===== src/rtl/polaris_cpu.sv =====
// polaris_cpu: multi-cycle RV64I subset core (LUI/AUIPC/OP-IMM/OP/JALR).
// Define POLARIS_RV64W_EN to add OP-IMM-32 (ADDIW/SLLIW/SRLIW/SRAIW).
module polaris_cpu (
   input  logic        clk_i,
   input  logic        reset_i,
   input  logic        iack_i,
   input  logic [31:0] idat_i,
   output logic [63:0] iadr_o,
   output logic [1:0]  isiz_o,
   output logic        jammed_o
);

   typedef enum logic [2:0] {
      S_IDLE, S_FETCH, S_XT0, S_XT1, S_XT2, S_XT3, S_JAM
   } state_e;

   typedef enum logic [3:0] {
      A_ADD, A_SUB, A_SLL, A_SLT, A_SLTU,
      A_XOR, A_SRL, A_SRA, A_OR, A_AND
   } aluop_e;

   localparam logic [63:0] RESET_PC = 64'hFFFF_FFFF_FFFF_FF00;
   localparam logic [6:0]  OP_LUI   = 7'b0110111;
   localparam logic [6:0]  OP_AUIPC = 7'b0010111;
   localparam logic [6:0]  OP_IMM   = 7'b0010011;
   localparam logic [6:0]  OP_OP    = 7'b0110011;
   localparam logic [6:0]  OP_JALR  = 7'b1100111;
   localparam logic [6:0]  OP_IMM32 = 7'b0011011;

   state_e      state_q, state_d;
   logic [63:0] pc_q, pc_d;
   logic [63:0] ia_q, ia_d;
   logic [31:0] ir_q, ir_d;
   logic [63:0] a_q, a_d;
   logic [63:0] b_q, b_d;
   logic [63:0] r_q, r_d;

   logic [63:0] rf_q [0:31];
   logic        rf_we;
   logic [63:0] rf_wd;

   logic [6:0]  opc;
   logic [4:0]  rd, rs1, rs2;
   logic [2:0]  f3;
   logic [6:0]  f7;
   logic [63:0] imm_i, imm_u;
   logic [63:0] rs1_val, rs2_val;

   assign opc = ir_q[6:0];
   assign rd  = ir_q[11:7];
   assign f3  = ir_q[14:12];
   assign rs1 = ir_q[19:15];
   assign rs2 = ir_q[24:20];
   assign f7  = ir_q[31:25];

   assign imm_i = {{52{ir_q[31]}}, ir_q[31:20]};
   assign imm_u = {{32{ir_q[31]}}, ir_q[31:12], 12'b0};

   assign rs1_val = (rs1 == 5'd0) ? 64'd0 : rf_q[rs1];
   assign rs2_val = (rs2 == 5'd0) ? 64'd0 : rf_q[rs2];

   logic is_lui, is_auipc, is_opimm, is_op, is_jalr, is_w;
   logic opimm_ok, op_ok, w_ok, legal;

   assign is_lui   = (opc == OP_LUI);
   assign is_auipc = (opc == OP_AUIPC);
   assign is_opimm = (opc == OP_IMM);
   assign is_op    = (opc == OP_OP);
   assign is_jalr  = (opc == OP_JALR);

`ifdef POLARIS_RV64W_EN
   assign is_w = (opc == OP_IMM32);
`else
   assign is_w = 1'b0;
`endif

   // Shift immediates carry funct6 (64-bit) or funct7 (W-form) above shamt
   assign opimm_ok =
      (f3 == 3'b001) ? (f7[6:1] == 6'b000000) :
      (f3 == 3'b101) ? (f7[6:1] == 6'b000000 ||
                        f7[6:1] == 6'b010000) :
      1'b1;

   assign op_ok =
      (f7 == 7'b0000000) ||
      (f7 == 7'b0100000 && (f3 == 3'b000 || f3 == 3'b101));

   assign w_ok =
      (f3 == 3'b000) ||
      (f3 == 3'b001 && f7 == 7'b0000000) ||
      (f3 == 3'b101 && (f7 == 7'b0000000 ||
                        f7 == 7'b0100000));

   always_comb begin
      legal = 1'b0;
      unique case (1'b1)
         is_lui, is_auipc: legal = 1'b1;
         is_opimm:         legal = opimm_ok;
         is_op:            legal = op_ok;
         is_jalr:          legal = (f3 == 3'b000);
         is_w:             legal = w_ok;
         default:          legal = 1'b0;
      endcase
   end

   aluop_e aluop;

   always_comb begin
      aluop = A_ADD;
      if (is_op || is_opimm || is_w) begin
         unique case (f3)
            3'b000: aluop = (is_op && ir_q[30]) ? A_SUB : A_ADD;
            3'b001: aluop = A_SLL;
            3'b010: aluop = A_SLT;
            3'b011: aluop = A_SLTU;
            3'b100: aluop = A_XOR;
            3'b101: aluop = ir_q[30] ? A_SRA : A_SRL;
            3'b110: aluop = A_OR;
            3'b111: aluop = A_AND;
            default: aluop = A_ADD;
         endcase
      end
   end

   logic        sub_en;
   logic [63:0] b_eff;
   logic [64:0] sum;
   logic        alu_c, alu_v, alu_z;
   logic [5:0]  shamt;
   logic [63:0] res64, alu_res;

   assign sub_en = (aluop == A_SUB) || (aluop == A_SLT) ||
                   (aluop == A_SLTU);
   assign b_eff  = sub_en ? ~b_q : b_q;
   assign sum    = {1'b0, a_q} + {1'b0, b_eff} + {64'd0, sub_en};
   assign alu_c  = sum[64];
   assign alu_v  = (a_q[63] == b_eff[63]) && (sum[63] != a_q[63]);
   assign alu_z  = (sum[63:0] == 64'd0);
   assign shamt  = b_q[5:0];

   // Equal operands give z=1, which also forces both compares to 0
   always_comb begin
      res64 = sum[63:0];
      unique case (aluop)
         A_ADD, A_SUB: res64 = sum[63:0];
         A_SLL:  res64 = a_q << shamt;
         A_SLT:  res64 = {63'd0, (sum[63] ^ alu_v) & ~alu_z};
         A_SLTU: res64 = {63'd0, ~alu_c & ~alu_z};
         A_XOR:  res64 = a_q ^ b_q;
         A_SRL:  res64 = a_q >> shamt;
         A_SRA:  res64 = $signed(a_q) >>> shamt;
         A_OR:   res64 = a_q | b_q;
         A_AND:  res64 = a_q & b_q;
         default: res64 = sum[63:0];
      endcase
   end

`ifdef POLARIS_RV64W_EN
   logic [31:0] w32;

   always_comb begin
      w32 = sum[31:0];
      case (aluop)
         A_SLL:   w32 = a_q[31:0] << b_q[4:0];
         A_SRL:   w32 = a_q[31:0] >> b_q[4:0];
         A_SRA:   w32 = $signed(a_q[31:0]) >>> b_q[4:0];
         default: w32 = sum[31:0];
      endcase
   end

   assign alu_res = is_w ? {{32{w32[31]}}, w32} : res64;
`else
   assign alu_res = res64;
`endif

   always_comb begin
      state_d = state_q;
      pc_d    = pc_q;
      ia_d    = ia_q;
      ir_d    = ir_q;
      a_d     = a_q;
      b_d     = b_q;
      r_d     = r_q;
      rf_we   = 1'b0;
      rf_wd   = 64'd0;
      unique case (state_q)
         S_IDLE: state_d = S_FETCH;
         S_FETCH: begin
            if (iack_i) begin
               ir_d    = idat_i;
               ia_d    = pc_q;
               pc_d    = pc_q + 64'd4;
               state_d = S_XT0;
            end
         end
         S_XT0: begin
            a_d     = rs1_val;
            state_d = legal ? S_XT1 : S_JAM;
         end
         S_XT1: begin
            b_d = is_op ? rs2_val : imm_i;
            if (is_lui || is_auipc) begin
               rf_we   = 1'b1;
               rf_wd   = is_lui ? imm_u : ia_q + imm_u;
               state_d = S_FETCH;
            end else begin
               state_d = S_XT2;
            end
         end
         S_XT2: begin
            r_d = alu_res;
            if (is_op || is_jalr) begin
               state_d = S_XT3;
            end else begin
               rf_we   = 1'b1;
               rf_wd   = alu_res;
               state_d = S_FETCH;
            end
         end
         S_XT3: begin
            rf_we   = 1'b1;
            rf_wd   = is_jalr ? pc_q : r_q;
            state_d = S_FETCH;
            if (is_jalr) begin
               pc_d = {r_q[63:1], 1'b0};
            end
         end
         S_JAM:   state_d = S_JAM;
         default: state_d = S_IDLE;
      endcase
   end

   always_ff @(posedge clk_i or negedge reset_i) begin
      if (!reset_i) begin
         state_q <= S_IDLE;
         pc_q    <= RESET_PC;
         ia_q    <= 64'd0;
         ir_q    <= 32'd0;
         a_q     <= 64'd0;
         b_q     <= 64'd0;
         r_q     <= 64'd0;
      end else begin
         state_q <= state_d;
         pc_q    <= pc_d;
         ia_q    <= ia_d;
         ir_q    <= ir_d;
         a_q     <= a_d;
         b_q     <= b_d;
         r_q     <= r_d;
      end
   end

   // Register file holds its contents across reset
   always_ff @(posedge clk_i) begin
      if (rf_we && rd != 5'd0) begin
         rf_q[rd] <= rf_wd;
      end
   end

   always_comb begin
      iadr_o   = 64'd0;
      isiz_o   = 2'b00;
      jammed_o = (state_q == S_JAM);
      if (state_q == S_FETCH) begin
         iadr_o = pc_q;
         isiz_o = 2'b10;
      end
   end

endmodule


===== config.mk =====
export PLATFORM = sky130hd
export DESIGN_NAME = polaris_cpu
export DESIGN_NICKNAME = d
export VERILOG_FILES = /design/src/rtl/polaris_cpu.sv
export SDC_FILE = /design/constraint.sdc
export NUM_CORES = 2
export LEC_CHECK = 0
export CORE_AREA = 3 3 614 616
export CTS_CLUSTER_DIAMETER = 60
export CTS_CLUSTER_SIZE = 10
export DETAILED_ROUTE_END_ITERATION = 16
export DIE_AREA = 0 0 617 619
export DONT_BUFFER_PORTS = 1
export HOLD_SLACK_MARGIN = 0.03
export RECOVER_POWER = 50
export SYNTH_ARGS = -nofsm -noshare
export SYNTH_HDL_FRONTEND = slang
export SYNTH_SLANG_ARGS = --single-unit
export TNS_END_PERCENT = 5

===== constraint.sdc =====
create_clock -name clk_i -period 7.8 [get_ports clk_i]
set_clock_uncertainty 0.05 [all_clocks]
set_input_delay 0.78 -clock clk_i [delete_from_list [all_inputs] [get_ports clk_i]]
set_output_delay 0.78 -clock clk_i [all_outputs]
set_load 0.05 [all_outputs]

# Yosys cells after proc, flatten, opt, wreduce, memory -nomap -nowiden

Memory sizes are Yosys's and may differ from the RTL's.
Index checks and enable logic that the tools add are counted.

Flip-flop bits (word level): 355
RAM bits: 2,048
Input bits: 35
Output and inout port bits: 67
Logic and storage cells: 114
Memories kept: 1

Memory list:

| memory | depth | width | read ports | clocked after memory_dff | wr ports | line | source |
|---|---|---|---|---|---|---|---|
| rf_q   | 32    | 64    | 2          | 0                        | 1        | 38   | `logic [63:0] rf_q [0:31];` |

$add $sub $neg: 4
Equal/unequal tests: 33
Shift-type cells: 3
Mux-type cells: 32
Bitwise gates (word level): 9
Reductions and logical operators: 25

Operators by type and width:

| operator                                                        | count |
|---|---|
| 64-bit 2-to-1 mux                                               | 11 |
| 64-bit case mux with 8 select lines                             | 1 |
| 64-bit case mux with 3 select lines                             | 1 |
| 64-bit case mux with 2 select lines                             | 1 |
| 64-bit by 64-bit adder with 65-bit output                       | 1 |
| 65-bit by 1-bit adder with 65-bit output                        | 1 |
| 64-bit by 3-bit adder with 64-bit output, second input constant | 1 |
| 64-bit adder                                                    | 1 |
| 64-bit bitwise AND                                              | 1 |
| 64-bit logical NOT                                              | 1 |
| 64-bit inverter                                                 | 1 |
| 64-bit bitwise OR                                               | 1 |
| 64-bit by 6-bit << shifter with 64-bit output                   | 1 |
| 64-bit by 6-bit right shift with 64-bit output                  | 1 |
| 64-bit by 6-bit >>> shifter with 64-bit output                  | 1 |
| 64-bit bitwise XOR                                              | 1 |
| 4-bit case mux with 8 select lines                              | 1 |
| 3-bit == test, second input constant                            | 7 |
| 7-bit by 6-bit == test with 1-bit output, second input constant | 3 |
| 3-bit case mux with 6 select lines                              | 1 |
| 4-bit by 3-bit == test with 1-bit output, second input constant | 4 |
| 7-bit by 5-bit == test with 1-bit output, second input constant | 2 |
| 3-bit by 2-bit == test with 1-bit output, second input constant | 4 |
| 3-bit 2-to-1 mux                                                | 4 |
| other kinds (28)                                                | 54 |

# Depth between registers and ports, before layout

Depth after elaboration: 18
Gate-level depth with buffers: 21
Gate-level depth less buffers: 18

# Worst setup path before layout

OpenSTA, ideal clock, no wires.

Path type: reg-to-reg
From: register ir_q[2]
To: memory rf_q[0][0] (data pin)
Setup time: 0.467 ns
Arrival time: 5.693 ns
Data required time: 7.283 ns
Path slack: 1.590 ns
Cell stages (with the launch flop): 20
Path buffers: 3
Clock period less this slack: 6.210 ns
Cells stage by stage: dfrtp_1 or3b_1 nor2_1 o21ai_0 buf_1 buf_1 xnor2_1 ha_1 clkbuf_1 nand4_1 or3_1 or4_1 or3_1 nand3_1 nor3_1 a31oi_1 nor3_1 nand4b_1 nor4_2 o31ai_1

Word-level cells in the longest chain between the ends: 18
Elaborated cells between the ends (all ways): 41
Those cells by class: 2 x add/sub; 16 x eq/ne; 10 x mux; 5 x bitwise; 8 x reduce/logical

Ends and longest elaborated chain:

| item                                                                                               | line | source |
|---|---|---|
| start: declaration                                                                                 | 33   | `logic [31:0] ir_q, ir_d;` |
| start signal: assignment                                                                           | 246  | `ir_q <= ir_d;` |
| parallel branches: the longest is 17 deep, another holds 64-bit by 64-bit adder with 65-bit output | n/a  |  |
| 64-bit case mux with 3 select lines (*)                                                            | 186  | `unique case (state_q)` |
| named net rf_wd[0]                                                                                 | 40   | `logic [63:0] rf_wd;` |
| end: declaration                                                                                   | 38   |  |

Mark *: on every way through the listed nets, which the timed path passes.

# Worst setup path after layout

From: register ir_q[5]
To: memory rf_q[13][32], enable pin

Word-level cells in the longest chain between the ends: 7
Elaborated cells between the ends (all ways): 12
Those cells by class: 4 x eq/ne; 5 x mux; 3 x reduce/logical

Ends and longest elaborated chain:

| item                                                             | line     | source |
|---|---|---|
| 7-bit by 6-bit == test with 1-bit output (tied with other cells) | 68       | `assign is_op = (opc == OP_OP);` |
| 1-bit logical OR, on equally long branches                       | 212, 202 |  |
| 1-bit 2-to-1 mux, on equally long branches                       | 212, 202 |  |
| 1-bit case mux with 3 select lines (*)                           | 186      |  |
| 1-bit logical AND (*)                                            | 255      | `if (rf_we && rd != 5'd0) begin` |
| 1-bit 2-to-1 mux (*)                                             | 255      |  |
| 1-bit 2-to-1 mux (not written as such) (*)                       | 256      | `rf_q[rd] <= rf_wd;` |

Every way passes the cells marked *; elsewhere a longest branch is shown, timed or not.

==> reports/results.ini <==
[timing]
min_period_over_period_pct = 97.4
hold_violations = 326
fmax_ghz = 0.132
fin_tns_setup_ns = 0
worst_slack_ns = 0.202
finalMaxSlewViolations = 814
rsz0062_at_grt = no
fin_crit_ns = 7.60
hold_ws_ns = -0.461
finalSetupViolations = 0
worstMarginPinSlew_ns = 3.51
relSlewSlack_pct = -134

[global_routing]
grt_pass1_vias = 90941
grt_max_degree = 354
grt_usage_pct = 27.2
antenna_found_initial = 32
grt_overflow = 0
grt_pass1_wl_mm = 735

[yosys]
netlist.area_leader.share_pct = 47.2
synth-edff-count = 2048
synth_cell_types = 96
syn_avg_cell_area_sq_um = 14.2
netlist_instances = 9181
netlist_area_sq_um = 130000
synthArstFlopShare_pct = 14.7
synthFlopType = edfxtp_1
synth_largest_area_cell = edfxtp_1
synth_warnings = 0
synthTopCellsByArea = edfxtp_1 (47%), mux4_2 (21%), dfrtp_1 (5.7%), mux2i_1 (2.8%), nand2_1 (2.5%)
ys_ff_latch = 2401
synth-seq-area-share_pct = 54.1

[route]
drc_errors = 0
first_iter_violations = 12985
routedWlPerCell_um = 36.9
viasPerCell = 6.40
dr.pass1.iters = 6
num_vias = 91971
ant_nets = 0
drt_wl_total_mm = 531

[floorplan]
fp.dieArea_sq_um = 382000
die_y_um = 619
die_w_um = 617
start_util_pct = 35.0
core_area_sq_um = 372000
ioPinCount = 102
num_rows = 224

[setup_path]
arrival_ns = 8.00
cp-end-kind = register
start_kind = register
path_class = reg2reg
critPathMaxFanout = 30
critPathRequiredTime_ns = 8.20

[place]
dp_cells = 13870
hpwlAfterDp_mm = 354
gp_congestion = 1.05
portBuffers = 0
place_ws_ns = 1.01

[clock_network]
postCtsSetupRepairBufs = 0
htree_num_levels = 5
clk_path_buf_depth = 4
cts_resized = 0
cts_tree = yes
worstSkewPairLatency_ns = 0.94
clock-sinks = 2401
clk_pin_slew_ns = 0.05
cts_root_buf = clkbuf_16
numCtsBuffers = 302
postCtsHoldBufs = 31

[job]
maxCapViolations = 33

[run_status]
status = finished, violations left
violations = hold timing, capacitance limit, slew limit

[power_and_ir_drop]
powerDensity_nw_per_um2 = 453
max-vdd-ir-drop_v = 0.000304
power.leakage_nw = 49.5

[cells_and_area]
nets = 9520
area_growth_pct = 12.6
fillerInstances = 34276
final_cells = 14364
post_route_cells_drive_above_1_share_pct = 23.2

[hold_path]
min_path_type = in2async

-- sequential cells by signal, summed over array words and instances, names as in the netlist --
| signal | flops |
|---|---|
| rf_q | 2048 |
| a_q | 64 |
| b_q | 64 |
| r_q | 64 |
| ia_q | 63 |
| pc_q | 63 |
| ir_q | 32 |
| state_q | 3 |
-- final cells by class --
cell class | instances | area (sq um) | share of cell area [%]
Sequential cell | 2401 | 70400 | 48.1
Timing Repair Buffer | 404 | 3360 | 2.29
Multi-Input combinational cell | 5936 | 57000 | 38.9
Antenna cell | 11 | 27.5 | 0.0188
Clock buffer | 389 | 8010 | 5.46
Tap cell | 4972 | 6220 | 4.24
Clock inverter | 63 | 831 | 0.567
Inverter | 188 | 708 | 0.483
-- logic make-up (layout without fill, tap and decap cells) --
group	after synthesis	count (layout)	share of synthesized area, %
mux	1660	1660	24.3
buf+inv	909	1044	2.70
flops	2401	2401	54.1
compound gates	1900	1900	9.04
fa+ha+maj	252	252	2.43
simple gates	1897	1897	6.35
other cells	1	77	0.00288
xor+xnor	161	161	1.08
-- synth_stat cells (18+ instances only) --
cell type,n
a211oi_1,100
a22oi_1,48
o21bai_1,18
nand3_1,82
a211o_1,22
nand4_1,50
dfstp_2,56
and2_1,87
a31oi_1,29
mux2i_1,370
nor2_1,525
and3_1,31
buf_2,52
a21oi_1,613
buf_1,151
o221ai_1,80
o211ai_1,60
mux4_2,1190
nor3_1,67
nand2b_1,56
inv_1,184
a21o_1,53
a221oi_1,99
xor2_1,45
or3_1,30
dfrtp_1,297
o21a_1,22
mux2_2,97
ha_1,250
o21ai_0,504
edfxtp_1,2048
o22ai_1,93
nor4_1,20
clkbuf_1,508
o31ai_1,21
xnor2_1,116
nand2_1,881
-- critical path, cell delays in order (launching register included) --
cell and delay [ns]:
dfrtp_1 0.34, clkbuf_1 1.16, inv_1 0.30, nor4_1 0.37, clkbuf_1 1.42, nor2_1 0.65
o21ai_0 0.99, a21boi_0 0.51, nand2_1 0.31, nor2_1 0.43, clkbuf_2 0.58
-- per-stage QoR --
step                utilization, %  hold WS (ns)  total power, mW  area, sq um
finish                        39.4        -0.461             66.4       147000
global route                  39.4        -0.489             68.7       147000
global placement              37.1         0.410             52.9       138000
CTS                           39.6        -0.514             66.1       147000
floorplan                        -         0.396             39.2       130000
detailed placement            37.1         0.419             53.0       138000
-- routing by layer --
metal	track usage, %	vias to the layer above	part of all wire [%]
met5	0	-	0.048
met4	12.0	30	5.2
met3	5.63	1082	9.5
met2	41.7	5495	45
met1	37.2	48693	40
li1	-	36671	-
-- path summary, 6_finish.rpt --
path                       cells after the start                  from  slack, ns                endpoint
min                                            0               reset_i      -0.46    ia_q[35]$_DFFE_PN0P_
min reg2reg                                    2  ia_q[62]$_DFFE_PN0P_       0.43    ia_q[62]$_DFFE_PN0P_
min in group clk_i                             2            idat_i[30]       0.13    ir_q[30]$_DFFE_PN0P_
max reg2reg                                   10   ir_q[5]$_DFFE_PN0P_       0.20  rf_q[13][32]$_DFFE_PP_
max in group asynchronous                      0               reset_i       6.89     a_q[37]$_DFFE_PN0P_
max                                           10   ir_q[5]$_DFFE_PN0P_       0.20  rf_q[13][32]$_DFFE_PP_
-- cells in the final DEF, fill, tap and decap left out, drive strengths merged, types with 61 or more instances in the layout --
| master | synthesis | final |
|---|---|---|
| xnor2 | 116 | 116 |
| clkbuf | 508 | 491 |
| dfrtp | 297 | 297 |
| o22ai | 93 | 93 |
| o211ai | 61 | 61 |
| mux2 | 99 | 99 |
| ha | 250 | 250 |
| mux2i | 371 | 371 |
| a21oi | 613 | 613 |
| and2 | 87 | 87 |
| inv | 186 | 213 |
| edfxtp | 2048 | 2048 |
| nor2 | 527 | 527 |
| o21ai | 514 | 514 |
| conb | 1 | 66 |
| nand3 | 82 | 82 |
| mux4 | 1190 | 1190 |
| a211oi | 102 | 102 |
| nand2 | 882 | 882 |
| o221ai | 80 | 80 |
| buf | 213 | 271 |
| nor3 | 69 | 69 |
| a221oi | 99 | 99 |
-- report_power, final --
| group | internal [mW] | total, mW | switching, mW |
|---|---|---|---|
| combinational | 12.2 | 34.5 | 22.3 |
| clock | 7.40 | 13.0 | 5.56 |
| sequential | 16.6 | 18.9 | 2.32 |
| total | 36.2 | 66.4 | 30.2 |
Power figures use the tool's default switching activity.
